$ cat src/rtl/bus_arbiter_pkg.sv
// Shared types for the fetch/memory-stage bus arbiter.
package bus_arbiter_pkg;

  // Arbiter FSM state: idle, or which requester owns the external port.
  typedef enum logic [1:0] {
    IDLE  = 2'd0,
    FETCH = 2'd1,
    MEM   = 2'd2
  } state_e;

  // Grant decision produced by the priority logic.
  typedef enum logic [1:0] {
    SEL_NONE  = 2'd0,
    SEL_FETCH = 2'd1,
    SEL_MEM   = 2'd2
  } sel_e;

  // Bits needed to hold a starvation count of 0..limit (never less than 1).
  function automatic int unsigned count_width(input int unsigned limit);
    int unsigned w;
    w = $clog2(limit + 1);
    return (w < 1) ? 1 : w;
  endfunction

endpackage

$ cat src/rtl/bus_arbiter_if.sv
// Request/response signals of the fetch port, the memory-stage port and the
// shared external memory port. The slave modport is the arbiter's view.
interface bus_arbiter_if #(
  parameter int unsigned ADDR_WIDTH = 32,
  parameter int unsigned DATA_WIDTH = 32
);
  localparam int unsigned STRB_WIDTH = DATA_WIDTH / 8;

  logic                  fetch_request;
  logic [ADDR_WIDTH-1:0] fetch_address;
  logic [DATA_WIDTH-1:0] fetch_data;
  logic                  fetch_ready;

  logic                  mem_request;
  logic                  mem_write;
  logic [STRB_WIDTH-1:0] mem_strobe;
  logic [ADDR_WIDTH-1:0] mem_address;
  logic [DATA_WIDTH-1:0] mem_write_data;
  logic [DATA_WIDTH-1:0] mem_read_data;
  logic                  mem_ready;

  logic                  ext_valid;
  logic                  ext_write;
  logic [STRB_WIDTH-1:0] ext_strobe;
  logic [ADDR_WIDTH-1:0] ext_address;
  logic [DATA_WIDTH-1:0] ext_write_data;
  logic [DATA_WIDTH-1:0] ext_read_data;
  logic                  ext_ready;

  modport slave (
    input  fetch_request, fetch_address,
    output fetch_data, fetch_ready,
    input  mem_request, mem_write, mem_strobe, mem_address, mem_write_data,
    output mem_read_data, mem_ready,
    output ext_valid, ext_write, ext_strobe, ext_address, ext_write_data,
    input  ext_read_data, ext_ready
  );

  modport master (
    output fetch_request, fetch_address,
    input  fetch_data, fetch_ready,
    output mem_request, mem_write, mem_strobe, mem_address, mem_write_data,
    input  mem_read_data, mem_ready,
    input  ext_valid, ext_write, ext_strobe, ext_address, ext_write_data,
    output ext_read_data, ext_ready
  );

endinterface

$ cat src/rtl/bus_arbiter_priority.sv
// Combinational grant decision: memory stage first, unless fetch has waited
// through STARVE_LIMIT consecutive memory grants.
module bus_arbiter_priority
  import bus_arbiter_pkg::*;
#(
  parameter int unsigned STARVE_LIMIT = 4,
  parameter int unsigned COUNT_WIDTH  = 3
) (
  input  logic                   enable,
  input  logic                   fetch_request,
  input  logic                   mem_request,
  input  logic [COUNT_WIDTH-1:0] starve_count,
  output sel_e                   grant
);

  logic starved;

  assign starved = fetch_request && (starve_count == COUNT_WIDTH'(STARVE_LIMIT));

  // Pick the requester to own the next external transaction.
  always_comb begin
    grant = SEL_NONE;
    if (enable) begin
      if (mem_request && !starved) begin
        grant = SEL_MEM;
      end else if (fetch_request) begin
        grant = SEL_FETCH;
      end
    end
  end

endmodule

$ cat src/rtl/bus_arbiter.sv
// Shares one external memory port between instruction fetch and the memory
// stage, one transaction at a time, and produces the stall levels for both.
module bus_arbiter
  import bus_arbiter_pkg::*;
#(
  parameter int unsigned ADDR_WIDTH   = 32,
  parameter int unsigned DATA_WIDTH   = 32,
  parameter int unsigned STARVE_LIMIT = 4
) (
  input logic          clk,
  input logic          reset,
  bus_arbiter_if.slave bus
);

  localparam int unsigned STRB_WIDTH  = DATA_WIDTH / 8;
  localparam int unsigned COUNT_WIDTH = count_width(STARVE_LIMIT);
  localparam logic [COUNT_WIDTH-1:0] LIMIT = COUNT_WIDTH'(STARVE_LIMIT);

  state_e                  state;
  sel_e                    grant;
  logic                    ext_valid;
  logic                    ext_write;
  logic [STRB_WIDTH-1:0]   ext_strobe;
  logic [ADDR_WIDTH-1:0]   ext_address;
  logic [DATA_WIDTH-1:0]   ext_write_data;
  logic [DATA_WIDTH-1:0]   fetch_data;
  logic [DATA_WIDTH-1:0]   mem_read_data;
  logic                    fetch_done;
  logic                    mem_done;
  logic [COUNT_WIDTH-1:0]  starve_count;
  logic                    arb_enable;
  logic                    fetch_current;

  // No new grant while a done flag is up, so the finishing requester's
  // pipeline stage advances before it can be granted again.
  assign arb_enable = (state == IDLE) && !fetch_done && !mem_done;

  // A fetch result is only delivered if fetch still wants the same address.
  assign fetch_current = bus.fetch_request && (ext_address == bus.fetch_address);

  bus_arbiter_priority #(
    .STARVE_LIMIT (STARVE_LIMIT),
    .COUNT_WIDTH  (COUNT_WIDTH)
  ) u_priority (
    .enable        (arb_enable),
    .fetch_request (bus.fetch_request),
    .mem_request   (bus.mem_request),
    .starve_count  (starve_count),
    .grant         (grant)
  );

  // FSM, external request registers, read-data capture and starvation count.
  always_ff @(posedge clk) begin
    if (reset) begin
      state          <= IDLE;
      ext_valid      <= 1'b0;
      ext_write      <= 1'b0;
      ext_strobe     <= '0;
      ext_address    <= '0;
      ext_write_data <= '0;
      fetch_data     <= '0;
      mem_read_data  <= '0;
      fetch_done     <= 1'b0;
      mem_done       <= 1'b0;
      starve_count   <= '0;
    end else begin
      fetch_done <= 1'b0;
      mem_done   <= 1'b0;
      if (!bus.fetch_request) begin
        starve_count <= '0;
      end
      case (state)
        IDLE: begin
          if (grant == SEL_MEM) begin
            state          <= MEM;
            ext_valid      <= 1'b1;
            ext_write      <= bus.mem_write;
            ext_strobe     <= bus.mem_strobe;
            ext_address    <= bus.mem_address;
            ext_write_data <= bus.mem_write_data;
            if (bus.fetch_request && (starve_count != LIMIT)) begin
              starve_count <= starve_count + 1'b1;
            end
          end else if (grant == SEL_FETCH) begin
            state          <= FETCH;
            ext_valid      <= 1'b1;
            ext_write      <= 1'b0;
            ext_strobe     <= '0;
            ext_address    <= bus.fetch_address;
            ext_write_data <= '0;
            starve_count   <= '0;
          end
        end
        FETCH: begin
          if (bus.ext_ready) begin
            state     <= IDLE;
            ext_valid <= 1'b0;
            // A redirected fetch drops the word; fetch is re-arbitrated from IDLE.
            if (fetch_current) begin
              fetch_data <= bus.ext_read_data;
              fetch_done <= 1'b1;
            end
          end
        end
        MEM: begin
          if (bus.ext_ready) begin
            state         <= IDLE;
            ext_valid     <= 1'b0;
            mem_read_data <= bus.ext_read_data;
            mem_done      <= 1'b1;
          end
        end
        default: begin
          state     <= IDLE;
          ext_valid <= 1'b0;
        end
      endcase
    end
  end

  assign bus.ext_valid      = ext_valid;
  assign bus.ext_write      = ext_write;
  assign bus.ext_strobe     = ext_strobe;
  assign bus.ext_address    = ext_address;
  assign bus.ext_write_data = ext_write_data;
  assign bus.fetch_data     = fetch_data;
  assign bus.mem_read_data  = mem_read_data;
  assign bus.fetch_ready    = !bus.fetch_request || fetch_done;
  assign bus.mem_ready      = !bus.mem_request || mem_done;

endmodule

$ cat src/flat_wrapper.sv
// flat-port wrapper written by rule: the top's interface ports become plain ports
module bus_arbiter_flat import bus_arbiter_pkg::*;
#(
  parameter int unsigned ADDR_WIDTH   = 32,
  parameter int unsigned DATA_WIDTH   = 32,
  parameter int unsigned STARVE_LIMIT = 4
)
  (clk, reset, bus_fetch_request, bus_fetch_address, bus_fetch_data, bus_fetch_ready, bus_mem_request, bus_mem_write, bus_mem_strobe, bus_mem_address, bus_mem_write_data, bus_mem_read_data, bus_mem_ready, bus_ext_valid, bus_ext_write, bus_ext_strobe, bus_ext_address, bus_ext_write_data, bus_ext_read_data, bus_ext_ready);
  bus_arbiter_if #(.ADDR_WIDTH(ADDR_WIDTH), .DATA_WIDTH(DATA_WIDTH)) bus_i ();
  input logic clk;
  input logic reset;
  input wire logic [$bits(bus_i.fetch_request)-1:0] bus_fetch_request;
  input wire logic [$bits(bus_i.fetch_address)-1:0] bus_fetch_address;
  output wire logic [$bits(bus_i.fetch_data)-1:0] bus_fetch_data;
  output wire logic [$bits(bus_i.fetch_ready)-1:0] bus_fetch_ready;
  input wire logic [$bits(bus_i.mem_request)-1:0] bus_mem_request;
  input wire logic [$bits(bus_i.mem_write)-1:0] bus_mem_write;
  input wire logic [$bits(bus_i.mem_strobe)-1:0] bus_mem_strobe;
  input wire logic [$bits(bus_i.mem_address)-1:0] bus_mem_address;
  input wire logic [$bits(bus_i.mem_write_data)-1:0] bus_mem_write_data;
  output wire logic [$bits(bus_i.mem_read_data)-1:0] bus_mem_read_data;
  output wire logic [$bits(bus_i.mem_ready)-1:0] bus_mem_ready;
  output wire logic [$bits(bus_i.ext_valid)-1:0] bus_ext_valid;
  output wire logic [$bits(bus_i.ext_write)-1:0] bus_ext_write;
  output wire logic [$bits(bus_i.ext_strobe)-1:0] bus_ext_strobe;
  output wire logic [$bits(bus_i.ext_address)-1:0] bus_ext_address;
  output wire logic [$bits(bus_i.ext_write_data)-1:0] bus_ext_write_data;
  input wire logic [$bits(bus_i.ext_read_data)-1:0] bus_ext_read_data;
  input wire logic [$bits(bus_i.ext_ready)-1:0] bus_ext_ready;
  assign bus_i.fetch_request = bus_fetch_request;
  assign bus_i.fetch_address = bus_fetch_address;
  assign bus_fetch_data = bus_i.fetch_data;
  assign bus_fetch_ready = bus_i.fetch_ready;
  assign bus_i.mem_request = bus_mem_request;
  assign bus_i.mem_write = bus_mem_write;
  assign bus_i.mem_strobe = bus_mem_strobe;
  assign bus_i.mem_address = bus_mem_address;
  assign bus_i.mem_write_data = bus_mem_write_data;
  assign bus_mem_read_data = bus_i.mem_read_data;
  assign bus_mem_ready = bus_i.mem_ready;
  assign bus_ext_valid = bus_i.ext_valid;
  assign bus_ext_write = bus_i.ext_write;
  assign bus_ext_strobe = bus_i.ext_strobe;
  assign bus_ext_address = bus_i.ext_address;
  assign bus_ext_write_data = bus_i.ext_write_data;
  assign bus_i.ext_read_data = bus_ext_read_data;
  assign bus_i.ext_ready = bus_ext_ready;
  bus_arbiter #(.ADDR_WIDTH(ADDR_WIDTH), .DATA_WIDTH(DATA_WIDTH), .STARVE_LIMIT(STARVE_LIMIT)) u_core (.clk(clk), .reset(reset), .bus(bus_i));
endmodule
$ cat config.mk
export PLATFORM = sky130hd
export DESIGN_NAME = bus_arbiter_flat
export DESIGN_NICKNAME = d
export VERILOG_FILES = /design/src/rtl/bus_arbiter_pkg.sv /design/src/rtl/bus_arbiter_if.sv /design/src/rtl/bus_arbiter_priority.sv /design/src/rtl/bus_arbiter.sv /design/src/flat_wrapper.sv
export SDC_FILE = /design/constraint.sdc
export NUM_CORES = 1
export LEC_CHECK = 0
export CORE_MARGIN = 1.5
export CORE_UTILIZATION = 38
export DETAILED_ROUTE_END_ITERATION = 10
export GPL_TIMING_DRIVEN = 0
export PLACE_DENSITY = 0.77
export SYNTH_ARGS = -nofsm -noshare
export SYNTH_HDL_FRONTEND = slang
export SYNTH_SLANG_ARGS = --single-unit
$ cat constraint.sdc
create_clock -name clk -period 2.6 [get_ports clk]
set_clock_uncertainty 0.2 [all_clocks]
set_input_delay 0.52 -clock clk [delete_from_list [all_inputs] [get_ports clk]]
set_output_delay 0.52 -clock clk [all_outputs]
set_load 0.02 [all_outputs]
==> flow_summary.rst <==
.. list-table::
   :header-rows: 1

   * - Metric
     - Value
   * - Result of the run
     - complete, no violations
   * - Mapped Avg Cell Area
     - 8.865 um^2
   * - Distinct cells, synth
     - 31
   * - Met3 Resource Use GR
     - 7.093%
   * - HPWL after DPL
     - 14420 um
   * - Number of levels in the clock H-tree
     - 4
   * - CORE AREA
     - 15830 um^2
   * - Share of post-route cells with drive strength above 1
     - 7.623%
   * - CTS Buffer Depth
     - 2
   * - Count of warnings emitted by yosys
     - 0
   * - Antenna violations before repair
     - 0
   * - Root buf cell
     - sky130_fd_sc_hd__clkbuf_16
   * - Initial core utilization
     - 38.81%
   * - DRC
     - 0
   * - Area share of the largest cell type after synthesis
     - 45.95%
   * - Antenna diode count
     - 0
   * - Depth of the worst register-to-register path
     - 12
   * - Number of cells produced by synthesis
     - 693
   * - Area leader, netlist
     - sky130_fd_sc_hd__dfxtp_1
   * - Final-layout fill cell count
     - 1393
   * - Multi-input gate area
     - 3089 um^2
   * - Antenna-violating nets left
     - 0
   * - Number of DRC markers in iteration 0
     - 193
   * - Global placer's final weighted congestion
     - 0.7951
   * - Final-layout worst hold slack
     - 0.2499 ns
   * - Post-layout power
     - 0.008630 W
   * - Post-layout minimum cycle time
     - 2.441 ns
   * - Filler-free cell count of the finished design
     - 1213
   * - Data required, critical path
     - 1.88 ns
   * - Cell total after placement
     - 1181
   * - Top area cells in the synthesized netlist
     - sky130_fd_sc_hd__dfxtp_1 46%, sky130_fd_sc_hd__mux2i_1 11%, sky130_fd_sc_hd__nand2_1 6.5%, sky130_fd_sc_hd__a21oi_1 5.6%, sky130_fd_sc_hd__xnor2_1 4.3%
   * - Area occupied by registers
     - 2825 um^2
   * - Capture instance of the worst register-to-register path
     - u_core.bus.ext_write_data[21]
   * - Met1 Use GR
     - 27.06%
   * - Slowest CP cell
     - sky130_fd_sc_hd__clkdlybuf4s50_1
   * - Slew margin rel.
     - 61.78%
   * - Pin slew with the least headroom to its limit
     - 0.5734 ns
   * - Crit-path most repeated cell
     - sky130_fd_sc_hd__clkdlybuf4s50_1
   * - Number of standard-cell rows in the floorplan
     - 46
   * - Clk Latency, worst-skew pair
     - 0.42 ns
   * - Category of the worst setup path launch point
     - input pin
   * - Source of the critical timing path
     - bus_fetch_request
   * - Ratio of total power to cell area
     - 872.9 nW/um^2
   * - Post-layout net count
     - 1130
   * - TritonCTS clock tree
     - built
   * - Count of flip-flops with a built-in enable after synthesis
     - 0
   * - VDD IR max
     - 0.0004795 V
   * - Final worst setup slack
     - 0.1589 ns
   * - Async set-reset flop share out of synthesis
     - 0%
   * - Sink Count
     - 141
   * - X dimension of the die
     - 130.2 um
   * - Net count after synthesis
     - 838
   * - Number of input and output port buffers inserted
     - 272
   * - Main synth FF type
     - sky130_fd_sc_hd__dfxtp_1
   * - Post-route fraction of the period consumed by the critical path
     - 93.89%
   * - Combined global-route utilization of all metal layers
     - 22.75%
   * - CP peak stage delay
     - 0.64 ns
   * - Most frequent cells after synthesis
     - 141 x sky130_fd_sc_hd__dfxtp_1, 106 x sky130_fd_sc_hd__nand2_1, 69 x sky130_fd_sc_hd__a21oi_1, 65 x sky130_fd_sc_hd__mux2i_1, 44 x sky130_fd_sc_hd__nor2_1
   * - Largest net degree at the start of global routing
     - 17
   * - CP Class
     - input pin to output pin
   * - Endpoints failing hold
     - 0
   * - Post-detailed-routing wire length
     - 19280 um
   * - Endpoint of the most critical setup path
     - bus_fetch_ready
   * - Post-CTS Hold Buffers
     - 0
   * - Flop-to-flop setup slack
     - 0.17 ns
   * - FF-to-FF Start
     - u_core.state[0]
   * - Worst-case setup slack after placement
     - -0.6937 ns
   * - Drt first pass iters
     - 4
   * - Path category of the worst min-delay check
     - flip-flop to flip-flop
   * - Layout Area Growth over Synthesis
     - 60.94%
   * - Die area
     - 16940 um^2
   * - Chain of cells forming the critical path
     - clkdlybuf4s50_1 -> nand2b_1 -> clkdlybuf4s50_1
   * - Clock buffer count from CTS
     - 17
   * - Most Used Layer, Global Route
     - met2
   * - Met2 capacity usage during global routing
     - 39.13%
   * - Post-detailed-route wirelength per cell
     - 15.90 um
   * - Die boundary height
     - 130.2 um
   * - Total number of vias
     - 5806
   * - Number of top-level pins
     - 274
   * - Number of global-route vias before repair
     - 5762
   * - Final design utilization
     - 62.47%
   * - Total count of max-transition violations in the final report
     - 0
   * - Clock slew at reported path FFs
     - 0.06 ns
   * - First-pass GRT wire length
     - 29590 um
   * - Netlist area before placement
     - 6143 um^2
   * - Fraction of the yosys area taken by sequential cells
     - 45.95%
   * - Post-synthesis sequential element count
     - 141
   * - # Max-Cap Violations
     - 0
   * - Critical-path maximum fanout
     - 3
   * - Endpoints failing setup
     - 0
   * - Most instantiated library cell after synthesis
     - sky130_fd_sc_hd__dfxtp_1
   * - F_max
     - 409.6 MHz
   * - Data arrival at the endpoint of the critical path
     - 1.72 ns
   * - Standby leakage power
     - 3.484 nW
   * - Via density per instance
     - 4.786
   * - RSZ-0062 raised after global routing
     - no
   * - Grt ovf
     - 0
   * - Worst Setup End Kind
     - output pin
==> per-stage QoR <==
stage / setup TNS [ns] / cell area [um^2]
2_1_floorplan: 0 / 6143
3_3_place_gp: -49.73 / 9136
3_5_place_dp: -50.79 / 9136
4_1_cts: 0 / 9757
5_1_grt: 0 / 9887
6_report: 0 / 9887
==> worst max-delay path, delay by kind of cell <==
kind                   cells  cell delay (ns)
buffers and inverters      2             1.10
and+or+nand+nor            1             0.10
==> cell type report <==
type | instances | share of cell area (%)
well taps | 216 | 2.733
repair buffers | 274 | 27.69
clock inverters | 11 | 1.202
inverters | 8 | 0.3037
plain buffers | 53 | 3.733
flip-flops and latches | 141 | 28.58
multi-input cells | 490 | 31.25
clock buffers | 20 | 4.518
==> report_power, final <==
group | internal (W) | switching (W)
Combinational | 0.00162 | 0.00189
Clock | 0.00143 | 0.000937
Sequential | 0.00251 | 0.000252
Total | 0.00555 | 0.00308
==> state kept, by name (all words and copies together) (netlist names), 2 cells and up <==
name and cells:
u_core.bus.ext_address 32, u_core.state 2, u_core.bus.fetch_data 32, u_core.starve_count 3, u_core.bus.ext_strobe 4, u_core.bus.ext_write_data 32, u_core.bus.mem_read_data 32
==> worst min-delay path by stage <==
stage                                              from                       endpoint  cells after the start
after floorplan                  u_core.starve_count[1]         u_core.starve_count[1]                      2
after global placement    u_core.bus.ext_write_data[20]  u_core.bus.ext_write_data[20]                      2
after detailed placement           u_core.bus.ext_write           u_core.bus.ext_write                      2
after CTS                          u_core.bus.ext_write           u_core.bus.ext_write                      2
after global routing      u_core.bus.ext_write_data[21]  u_core.bus.ext_write_data[21]                      2
final                     u_core.bus.ext_write_data[13]  u_core.bus.ext_write_data[13]                      2
==> layer usage <==
metal,share of wire (%),vias to the layer above
met2,49,200
met4,1.3,0
li1,-,2919
met3,8.0,17
met5,0,-
met1,42,2670
==> cell usage in the layout (no fill, tap or decap), drive strengths merged <==
cell,netlist,layout
o31ai,2,2
and3,1,1
o21ai,1,1
xor2,3,3
a21oi,69,69
or2b,30,30
nor4,1,1
ha,7,7
and2,2,2
inv,8,9
buf,19,24
nand4,9,9
nand2,106,106
bufinv,0,2
nor2,44,44
nor3b,1,1
a31oi,1,1
clkinvlp,0,1
nand2b,38,38
a22oi,2,2
and4,1,1
nand3,38,38
clkdlybuf4s50,0,272
nor2b,2,2
mux2i,65,65
nor3,4,4
a211oi,32,32
dfxtp,141,141
clkinv,0,7
a311o,1,1
xnor2,30,30
clkbuf,35,51
==> kinds of logic (layout without fill, tap and decap cells) <==
kind of cell | count (synthesis) | after routing | synth area share [%]
XOR/XNOR | 33 | 33 | 4.705
buffers and inverters | 62 | 366 | 4.949
flip-flops | 141 | 141 | 45.95
AND/OR/NAND/NOR | 277 | 277 | 22.02
adder cells (fa/ha/maj) | 7 | 7 | 1.426
multiplexers | 65 | 65 | 10.59
AO/OA/AOI/OAI | 108 | 108 | 10.37
==> repair_timing <==
action,4_1_cts,5_1_grt
gates resized for setup,29,48
buffers inserted,0,1
cloned,1,0
setup endpoints to repair,72,76
pin swaps,0,2
Power figures use the tool's default switching activity.
==> RTL change: new RTL, same flow settings <==
Reset style: asynchronous (`reset`), changed in one clocked block.
--- a/src/rtl/bus_arbiter.sv
+++ b/src/rtl/bus_arbiter.sv
@@ -50,7 +50,7 @@
   );
 
   // FSM, external request registers, read-data capture and starvation count.
-  always_ff @(posedge clk) begin
+  always_ff @(posedge clk or posedge reset) begin
     if (reset) begin
       state          <= IDLE;
       ext_valid      <= 1'b0;
Behaviour: differs if reset is asserted again (counterexample within 4 cycles, from zero or initial values and one cycle with reset high); with reset held inactive, the same outputs for 4 cycles.
==> RTL change against the unedited design <==
- hold slack better by 0.022 ns
- area after synthesis down 0.20%
- design area up 1.8%
- total power up 24%
- worst setup slack worse by 0.21 ns
- critical path type is now in2reg
- highest routed layer unchanged
- the flow now finishes with violations (negative setup slack)
- first-iteration DRC count down 11%
- via count down 12%
- fmax down 8.1%
- global-route usage down 1.6 points
- sequential cell count unchanged
- routed wire length down 7.6%
==> RTL change: results (changes against the unedited design) <==
pin count of the biggest net entering global routing=39 (+22); setup_tns=-0.0550 ns (-0.0550 ns); synth unique cells=29 (-6.5%); HPWL after DPL=13400 um (-7.2%); Layout fillers=1291 (-7.3%); vias per std cell=4.78 (-0.23%); most frequent cells after synthesis=141 x dfrtp_1, 117 x nand2_1, 71 x o21ai_0; status=finished, violations left; Fin Hold WS=0.272 ns (+0.0220 ns); Final GP Congestion=0.803 (+0.93%); drt initial violations=171 (-11%); WP data arrival=2.69 ns (+0.97 ns); first-pass GRT wire length=27400 um (-7.4%); Primary FF master, synth=dfrtp_1; Internal Dissipation=6.71 mW (+21%); delay-heaviest family, CP=simple AND/OR/NAND/NOR gates; buffering overhead=30.8% (-0.60 points); IO buf count=273 (+0.37%); Lkg Pwr=4.43 nW (+27%); share of the synthesized netlist area taken by xor and xnor gates=4.57% (-0.13 points); CLK BUF=18 (-10%); Clk power=2.46 mW (+4%); top post-synthesis cells by area=dfrtp_1 58%, mux2_2 11%, nand2_1 7.2%; fin nets=986 (-13%); Final Instance Count excl. Fillers=1070 (-12%); r2r setup slk=0.07 ns (-0.10 ns); worst r2r src=u_core.bus.ext_address[4]$_DFFE_PP0P_; Final setup viols=1 (+1); GRT Total Usage=21.1% (-1.6 points); Syn Nets=680 (-19%); vias in the first global route=5344 (-7.3%); setup slack after layout=-0.0550 ns (-0.214 ns); dpl cells=1028 (-13%); violated checks=negative setup slack; multi-input gates=357 (-27%); layout cells sized above 1=17.3% (+9.7 points); Multi-input gate area=2530 sq um (-18%); Pwr Density=1060 nW/um^2 (+22%); WL/cell=16.7 um (+4.8%); # diodes=0 (unchanged); Seq. cell area=3530 sq um (+25%); combinational power=4.83 mW (+38%); CP endpoint=u_core.fetch_done$_DFF_PP0_; Post-Synth Adder-Cell Area=1.43% (+0.0029 points); ys async rst share=100% (+100 points); Signal buffers=316 (-3.4%); Ys Warns=0 (unchanged); post-synthesis mux area share=17.0% (+6.4 points); Syn Area/Cell=11.5 sq um (+29%); slowest CP cell=nor4_1; pre-CTS setup slack=-0.987 ns (-0.293 ns); synth-to-layout area growth=64.1%; Area after DPL=9230 sq um (+1.0%); Worst Reg-to-Reg Cells=9 (-3)
## RTL change: cell types whose count changed after synthesis, sizes merged, moves of 30 or more
cell / unedited run / this run
a211oi: 32 / 0
nor2: 44 / 1
nand2b: 38 / 4
nand3: 38 / 4
dfxtp: 141 / 0
o21ai: 1 / 71
or2b: 30 / 0
mux2: 0 / 64
mux2i: 65 / 32
dfrtp: 0 / 141
a21oi: 69 / 2
## RTL change: what timing repair did
action	in CTS	in global routing
hold buffers	0	0
endpoints found under the setup margin	105	100
pin swaps	4	5
buffers inserted	7	4
gates resized for setup	38	17
## RTL change: per-layer routing
layer	up-vias	global-route usage [%]	wire length [um]
li1	2432	-	-
met1	2465	25.8	7370
met2	179	35.2	8800
met3	34	5.90	1160
met4	0	8.95	496
met5	-	0	0
## RTL change: worst register-to-register path, cell delays in order, from the launching register on
cell and delay [ns]:
dfrtp_1 0.40, xor2_1 0.18, nor4_2 0.34, buf_4 0.17, buf_4 0.10, buf_4 0.09
buf_4 0.08, buf_4 0.09, nand4_1 0.08, nor4_1 0.61
